$ cat src/rtl/gram_pkg.sv
// Shared defaults and FSM state encoding for the tile-map GRAM write scheduler.
package gram_pkg;

    localparam int GRAM_ADDR_W     = 10;
    localparam int GRAM_DATA_W     = 4;
    localparam int GRAM_TILE_CNT   = 1024;
    localparam int GRAM_FIFO_DEPTH = 16;

    typedef enum logic [1:0] {
        ST_IDLE  = 2'd0,
        ST_CLEAR = 2'd1,
        ST_DRAIN = 2'd2
    } sched_state_t;

endpackage

$ cat src/rtl/gram_wr_fifo.sv
// Synchronous FIFO of packed {addr,data} tile writes with full/empty flags and fill count.
module gram_wr_fifo #(
    parameter int WIDTH = 14,
    parameter int DEPTH = 16
) (
    input  logic                     clk,
    input  logic                     rst,
    input  logic                     push,
    input  logic [WIDTH-1:0]         push_data,
    input  logic                     pop,
    output logic [WIDTH-1:0]         pop_data,
    output logic                     full,
    output logic                     empty,
    output logic [$clog2(DEPTH):0]   count
);

    localparam int PTR_W = $clog2(DEPTH);

    logic [WIDTH-1:0] mem_r [DEPTH];
    logic [PTR_W-1:0] wr_ptr_r;
    logic [PTR_W-1:0] rd_ptr_r;
    logic [PTR_W:0]   count_r;
    logic             push_s;
    logic             pop_s;

    assign full     = (count_r == (PTR_W+1)'(DEPTH));
    assign empty    = (count_r == '0);
    assign count    = count_r;
    assign pop_data = mem_r[rd_ptr_r];
    assign push_s   = push && !full;
    assign pop_s    = pop && !empty;

    // Storage array; contents are don't-care until written, so no reset.
    always_ff @(posedge clk) begin
        if (push_s) begin
            mem_r[wr_ptr_r] <= push_data;
        end
    end

    // Pointers wrap naturally because DEPTH is a power of two.
    always_ff @(posedge clk or posedge rst) begin
        if (rst) begin
            wr_ptr_r <= '0;
            rd_ptr_r <= '0;
            count_r  <= '0;
        end else begin
            if (push_s) begin
                wr_ptr_r <= wr_ptr_r + PTR_W'(1);
            end
            if (pop_s) begin
                rd_ptr_r <= rd_ptr_r + PTR_W'(1);
            end
            case ({push_s, pop_s})
                2'b10:   count_r <= count_r + (PTR_W+1)'(1);
                2'b01:   count_r <= count_r - (PTR_W+1)'(1);
                default: count_r <= count_r;
            endcase
        end
    end

endmodule

$ cat src/rtl/gram_update_sched.sv
// Queues CPU tile writes and commits them (plus a priority clear-screen fill) to the GRAM
// during vblank. Define GRAM_ANYTIME_WR_EN to remove the vblank gate for bring-up.
module gram_update_sched
    import gram_pkg::*;
#(
    parameter int ADDR_W     = GRAM_ADDR_W,
    parameter int DATA_W     = GRAM_DATA_W,
    parameter int TILE_CNT   = GRAM_TILE_CNT,
    parameter int FIFO_DEPTH = GRAM_FIFO_DEPTH
) (
    input  logic                          pix_clk,
    input  logic                          rst,
    input  logic                          vblank,
    input  logic                          req_valid,
    output logic                          req_ready,
    input  logic [ADDR_W-1:0]             req_addr,
    input  logic [DATA_W-1:0]             req_data,
    input  logic                          clr_req,
    input  logic [DATA_W-1:0]             clr_data,
    output logic                          clr_busy,
    output logic [$clog2(FIFO_DEPTH):0]   pending,
    output logic                          gram_we,
    output logic [ADDR_W-1:0]             gram_waddr,
    output logic [DATA_W-1:0]             gram_wdata
);

    localparam int CNT_W = $clog2(FIFO_DEPTH) + 1;
    localparam logic [ADDR_W-1:0] CLR_LAST = ADDR_W'(TILE_CNT - 1);

    sched_state_t         state_r;
    logic                 req_ready_r;
    logic                 clr_busy_r;
    logic                 clr_done_r;
    logic [DATA_W-1:0]    clr_data_r;
    logic [ADDR_W-1:0]    clr_addr_r;
    logic                 gram_we_r;
    logic [ADDR_W-1:0]    gram_waddr_r;
    logic [DATA_W-1:0]    gram_wdata_r;

    logic                       gate_s;
    logic                       clr_pend_s;
    logic                       fifo_push_s;
    logic                       fifo_pop_s;
    logic [ADDR_W+DATA_W-1:0]   fifo_rdata_s;
    logic                       fifo_full_s;
    logic                       fifo_empty_s;
    logic [CNT_W-1:0]           fifo_count_s;
    logic [CNT_W-1:0]           count_nxt_s;

`ifdef GRAM_ANYTIME_WR_EN
    assign gate_s = 1'b1;
`else
    assign gate_s = vblank;
`endif

    // clr_done_r marks the one cycle after the final fill write, when busy is still shown.
    assign clr_pend_s  = clr_busy_r && !clr_done_r;
    assign fifo_push_s = req_valid && req_ready_r;
    assign count_nxt_s = fifo_count_s + CNT_W'(fifo_push_s) - CNT_W'(fifo_pop_s);

    assign req_ready  = req_ready_r;
    assign clr_busy   = clr_busy_r;
    assign pending    = fifo_count_s;
    assign gram_we    = gram_we_r;
    assign gram_waddr = gram_waddr_r;
    assign gram_wdata = gram_wdata_r;

    gram_wr_fifo #(
        .WIDTH (ADDR_W + DATA_W),
        .DEPTH (FIFO_DEPTH)
    ) u_fifo (
        .clk       (pix_clk),
        .rst       (rst),
        .push      (fifo_push_s),
        .push_data ({req_addr, req_data}),
        .pop       (fifo_pop_s),
        .pop_data  (fifo_rdata_s),
        .full      (fifo_full_s),
        .empty     (fifo_empty_s),
        .count     (fifo_count_s)
    );

    // Pop decision: one entry per cycle while draining, unless a clear needs the port.
    always_comb begin
        fifo_pop_s = 1'b0;
        if (state_r == ST_DRAIN && gate_s && !fifo_empty_s && !clr_pend_s) begin
            fifo_pop_s = 1'b1;
        end else begin
            fifo_pop_s = 1'b0;
        end
    end

    // Scheduler FSM, clear counter, ready flag and registered GRAM write port.
    always_ff @(posedge pix_clk or posedge rst) begin
        if (rst) begin
            state_r      <= ST_IDLE;
            req_ready_r  <= 1'b0;
            clr_busy_r   <= 1'b0;
            clr_done_r   <= 1'b0;
            clr_data_r   <= '0;
            clr_addr_r   <= '0;
            gram_we_r    <= 1'b0;
            gram_waddr_r <= '0;
            gram_wdata_r <= '0;
        end else begin
            req_ready_r <= (count_nxt_s != CNT_W'(FIFO_DEPTH)) || fifo_full_s && fifo_pop_s;
            gram_we_r   <= 1'b0;

            if (clr_done_r) begin
                clr_busy_r <= 1'b0;
                clr_done_r <= 1'b0;
            end else if (clr_req && !clr_busy_r) begin
                clr_busy_r <= 1'b1;
                clr_data_r <= clr_data;
            end

            case (state_r)
                ST_IDLE: begin
                    if (gate_s && clr_pend_s) begin
                        state_r    <= ST_CLEAR;
                        clr_addr_r <= '0;
                    end else if (gate_s && !fifo_empty_s) begin
                        state_r <= ST_DRAIN;
                    end else begin
                        state_r <= ST_IDLE;
                    end
                end
                ST_CLEAR: begin
                    // Address is held across a vblank gap so the sweep resumes in place.
                    if (gate_s) begin
                        gram_we_r    <= 1'b1;
                        gram_waddr_r <= clr_addr_r;
                        gram_wdata_r <= clr_data_r;
                        if (clr_addr_r == CLR_LAST) begin
                            state_r    <= ST_IDLE;
                            clr_done_r <= 1'b1;
                        end else begin
                            clr_addr_r <= clr_addr_r + ADDR_W'(1);
                        end
                    end
                end
                ST_DRAIN: begin
                    if (fifo_pop_s) begin
                        gram_we_r    <= 1'b1;
                        gram_waddr_r <= fifo_rdata_s[ADDR_W+DATA_W-1:DATA_W];
                        gram_wdata_r <= fifo_rdata_s[DATA_W-1:0];
                    end else begin
                        state_r <= ST_IDLE;
                    end
                end
                default: begin
                    state_r <= ST_IDLE;
                end
            endcase
        end
    end

endmodule
$ cat config.mk
export PLATFORM = sky130hd
export DESIGN_NAME = gram_update_sched
export DESIGN_NICKNAME = d
export VERILOG_FILES = /design/src/rtl/gram_pkg.sv /design/src/rtl/gram_wr_fifo.sv /design/src/rtl/gram_update_sched.sv
export SDC_FILE = /design/constraint.sdc
export NUM_CORES = 1
export LEC_CHECK = 0
export CORE_ASPECT_RATIO = 1.5
export CORE_MARGIN = 1
export CORE_UTILIZATION = 40
export DETAILED_ROUTE_END_ITERATION = 16
export PLACE_DENSITY = 0.58
export SETUP_SLACK_MARGIN = 0.3
export SLEW_MARGIN = 15
export SYNTH_ARGS = -nofsm -noshare
export SYNTH_HDL_FRONTEND = slang
export SYNTH_SLANG_ARGS = --single-unit
$ cat constraint.sdc
create_clock -name pix_clk -period 3 [get_ports pix_clk]
set_input_delay 0.45 -clock pix_clk [delete_from_list [all_inputs] [get_ports pix_clk]]
set_output_delay 0.45 -clock pix_clk [all_outputs]
set_load 0.1 [all_outputs]
==> flow_metrics.env <==
export IMPL_status="finished, final reports clean"
export IMPL_ys_flop_type="edfxtp_1"
export IMPL_grt_start_max_net_pins=41
export IMPL_first_global_vias=6135
export IMPL_drtPass1Iterations=4
export IMPL_critPathKind="flip-flop to flip-flop"
export IMPL_cts_root_buf="clkbuf_16"
export IMPL_async_flop_share=0.173
export IMPL_slew_violations=0
export IMPL_numPortBuffers=44
export IMPL_post_route_util=0.476
export IMPL_ir_worst_vdd_v=0.000765
export IMPL_start_kind="flip-flop"
export IMPL_antenna_found_initial=0
export IMPL_post_synth_top_count_cell="edfxtp_1"
export IMPL_rows=74
export IMPL_clock_fmax_mhz=340
export IMPL_die_w_um=138
export IMPL_viasPerCell=5.47
export IMPL_initial_core_util=0.406
export IMPL_yosys_cell_types_count=47
export IMPL_avgSynthCellArea_um2=18.1
export IMPL_drc=0
export IMPL_syn_area_um2=11100
export IMPL_cp_data_arrival_time_ps=3330
export IMPL_regArea_um2=7920
export IMPL_yosys_area_top_type="edfxtp_1"
export IMPL_dieArea_um2=28300
export IMPL_ys_ff_latch=271
export IMPL_synth_nets=654
export IMPL_path_max_fanout=2
export IMPL_areaGrowthSynthToFinish_pct=17.3
export IMPL_clock_latency_ps=530
export IMPL_synth_area_leaders="edfxtp_1, mux4_2, dfrtp_1"
export IMPL_hold_path_class="primary input to async pin"
export IMPL_overflow=0
export IMPL_grt_pass1_wl_um=37400
export IMPL_multi_input_area_um2=2970
export IMPL_hold_viol=0
export IMPL_nFillCells=2286
export IMPL_cp_end_kind="flip-flop"
export IMPL_core_um2=27200
export IMPL_synth_edf_count=224
export IMPL_fp_dieH_um=206
export IMPL_tightestPinTransition_ps=722
export IMPL_cts_buffer_depth=3
export IMPL_cts_tree="built"
export IMPL_dp_hpwl_um=15800
export IMPL_fin_crit_sh=0.980
export IMPL_numClockSinks=271
export IMPL_routed_wl_um=24600
export IMPL_cts_buffers=25
export IMPL_p_leak_uw=0.00439
export IMPL_ant_nets=0
export IMPL_routedWlPerCell_um=23.4
export IMPL_via_count=5762
export IMPL_maxSlewHeadroom=0.518
export IMPL_yosysSeqAreaShare=0.715
export IMPL_hold_slack_ps=293
export IMPL_grt_usage=0.183
export IMPL_diodes=0
export IMPL_fin_tns_setup_ps=0
export IMPL_r2r_cells=14
export IMPL_finalCriticalPeriod_ps=2940
export IMPL_htreeDepth=1
export IMPL_rsz0062_at_grt="true"
export IMPL_synth_cells=610
export IMPL_required_ps=3390
export IMPL_cts_hold_fix_buffers=0
export IMPL_ioPinCount=45
export IMPL_fin_nets=737
export IMPL_gp_congestion=0.774
export IMPL_drv_cap=0
export IMPL_drt_initial_drc_count=357
export IMPL_ys_warn_count=0
export IMPL_synth_common_cells="edfxtp_1, mux4_2, dfrtp_1"
export IMPL_power_density_nw_per_um2=838
export IMPL_setup_violations=0
export IMPL_clock_skew_ps=23.9
export IMPL_layout_drive_gt1_share=0.277
export IMPL_synth_top_area_frac=0.608
export IMPL_clk_pin_slew_ps=70
-- report_power, final --
part | leakage, uW | internal (uW) | total (uW) | switching (uW)
logic | 0.00138 | 780 | 2700 | 1920
clock network | 0.000417 | 1960 | 3330 | 1370
registers | 0.00260 | 4600 | 4840 | 241
total | 0.00439 | 7340 | 10900 | 3530
-- through the flow --
stage	power (uW)	std cells	worst slack, ps	area, um^2
final	10900	1054	60.0	13000
after global routing	11300	1054	-77.6	13000
after CTS	10900	1054	60.1	13000
after detailed placement	7610	1006	7.03	12100
after global placement	7510	1006	90.7	12100
after floorplan	6810	610	-141	11100
-- what timing repair did --
| action | in CTS | in global routing |
|---|---|---|
| setup endpoints to repair | 2 | 20 |
| buffers inserted | 2 | 0 |
| pin swaps | 4 | 4 |
| gates resized for setup | 0 | 3 |
-- logic make-up (layout without fill, tap and decap cells) --
group,count (synthesis),after routing,share of synthesized area
XOR/XNOR,20,20,0.0158
multiplexers,64,64,0.123
flip-flops,271,271,0.715
AO/OA/AOI/OAI,94,94,0.0573
AND/OR/NAND/NOR,94,94,0.0415
adder cells (fa/ha/maj),21,21,0.0251
buffers and inverters,46,148,0.0226
-- layout by cell type (no fill, tap or decap), types with 17 or more instances in the layout --
cell,count
edfxtp_1,224
buf_4,59
mux4_2,53
nor2_1,41
dfrtp_1,41
a21oi_1,37
a22oi_1,27
clkbuf_16,25
clkdlybuf4s50_1,22
ha_1,17
-- worst max-delay path, cell delays in order, from the launching register on --
cell and delay (ps):
dfrtp_4 470, inv_2 70, ha_1 130, or3b_4 400, o2111ai_4 200, inv_1 60
ha_1 290, inv_2 40, ha_4 150, fa_2 340, a21oi_2 130, o21bai_1 80
xnor2_1 210, and2_1 160, o211ai_1 80
-- final timing paths --
check	start	slack, ps	to
setup reg to reg	u_fifo.count[2]$_DFFE_PP0P_	60	req_ready$_DFF_PP0_
hold reg to reg	clr_done_r$_DFF_PP0_	460	clr_busy$_DFFE_PP0P_
max in group asynchronous	rst	1990	clr_data_r[1]$_DFFE_PP0P_
min in group pix_clk	clr_done_r$_DFF_PP0_	460	clr_busy$_DFFE_PP0P_
hold / removal	rst	290	u_fifo.wr_ptr_r[3]$_DFFE_PP0P_
setup / recovery	u_fifo.count[2]$_DFFE_PP0P_	60	req_ready$_DFF_PP0_
-- layer usage --
layer | share of wire | up-vias | routed length (um) | global-route usage
met1 | 0.38 | 3001 | 9330 | 0.213
met2 | 0.56 | 156 | 13800 | 0.351
met4 | 0.018 | 0 | 437 | 0.0450
met3 | 0.041 | 31 | 1020 | 0.0187
li1 | - | 2574 | - | -
met5 | 0 | - | 0 | 0
-- state kept, by name, summed over array words and instances (netlist names) --
name,count
u_fifo.mem_r,224
u_fifo.wr_ptr_r,4
gram_waddr,10
gram_wdata,4
clr_data_r,4
clr_busy,1
clr_addr_r,10
u_fifo.count,5
req_ready,1
gram_we,1
u_fifo.rd_ptr_r,4
clr_done_r,1
state_r,2
-- cell type report --
type | count | share of cell area
clock inverter | 18 | 0.0169
clock buffer | 28 | 0.0491
tap | 342 | 0.0330
multi-input combinational | 293 | 0.229
inverter | 18 | 0.00540
timing repair buffer | 84 | 0.0558
sequential | 271 | 0.611
No activity file was read; power rests on OpenSTA's default activity.
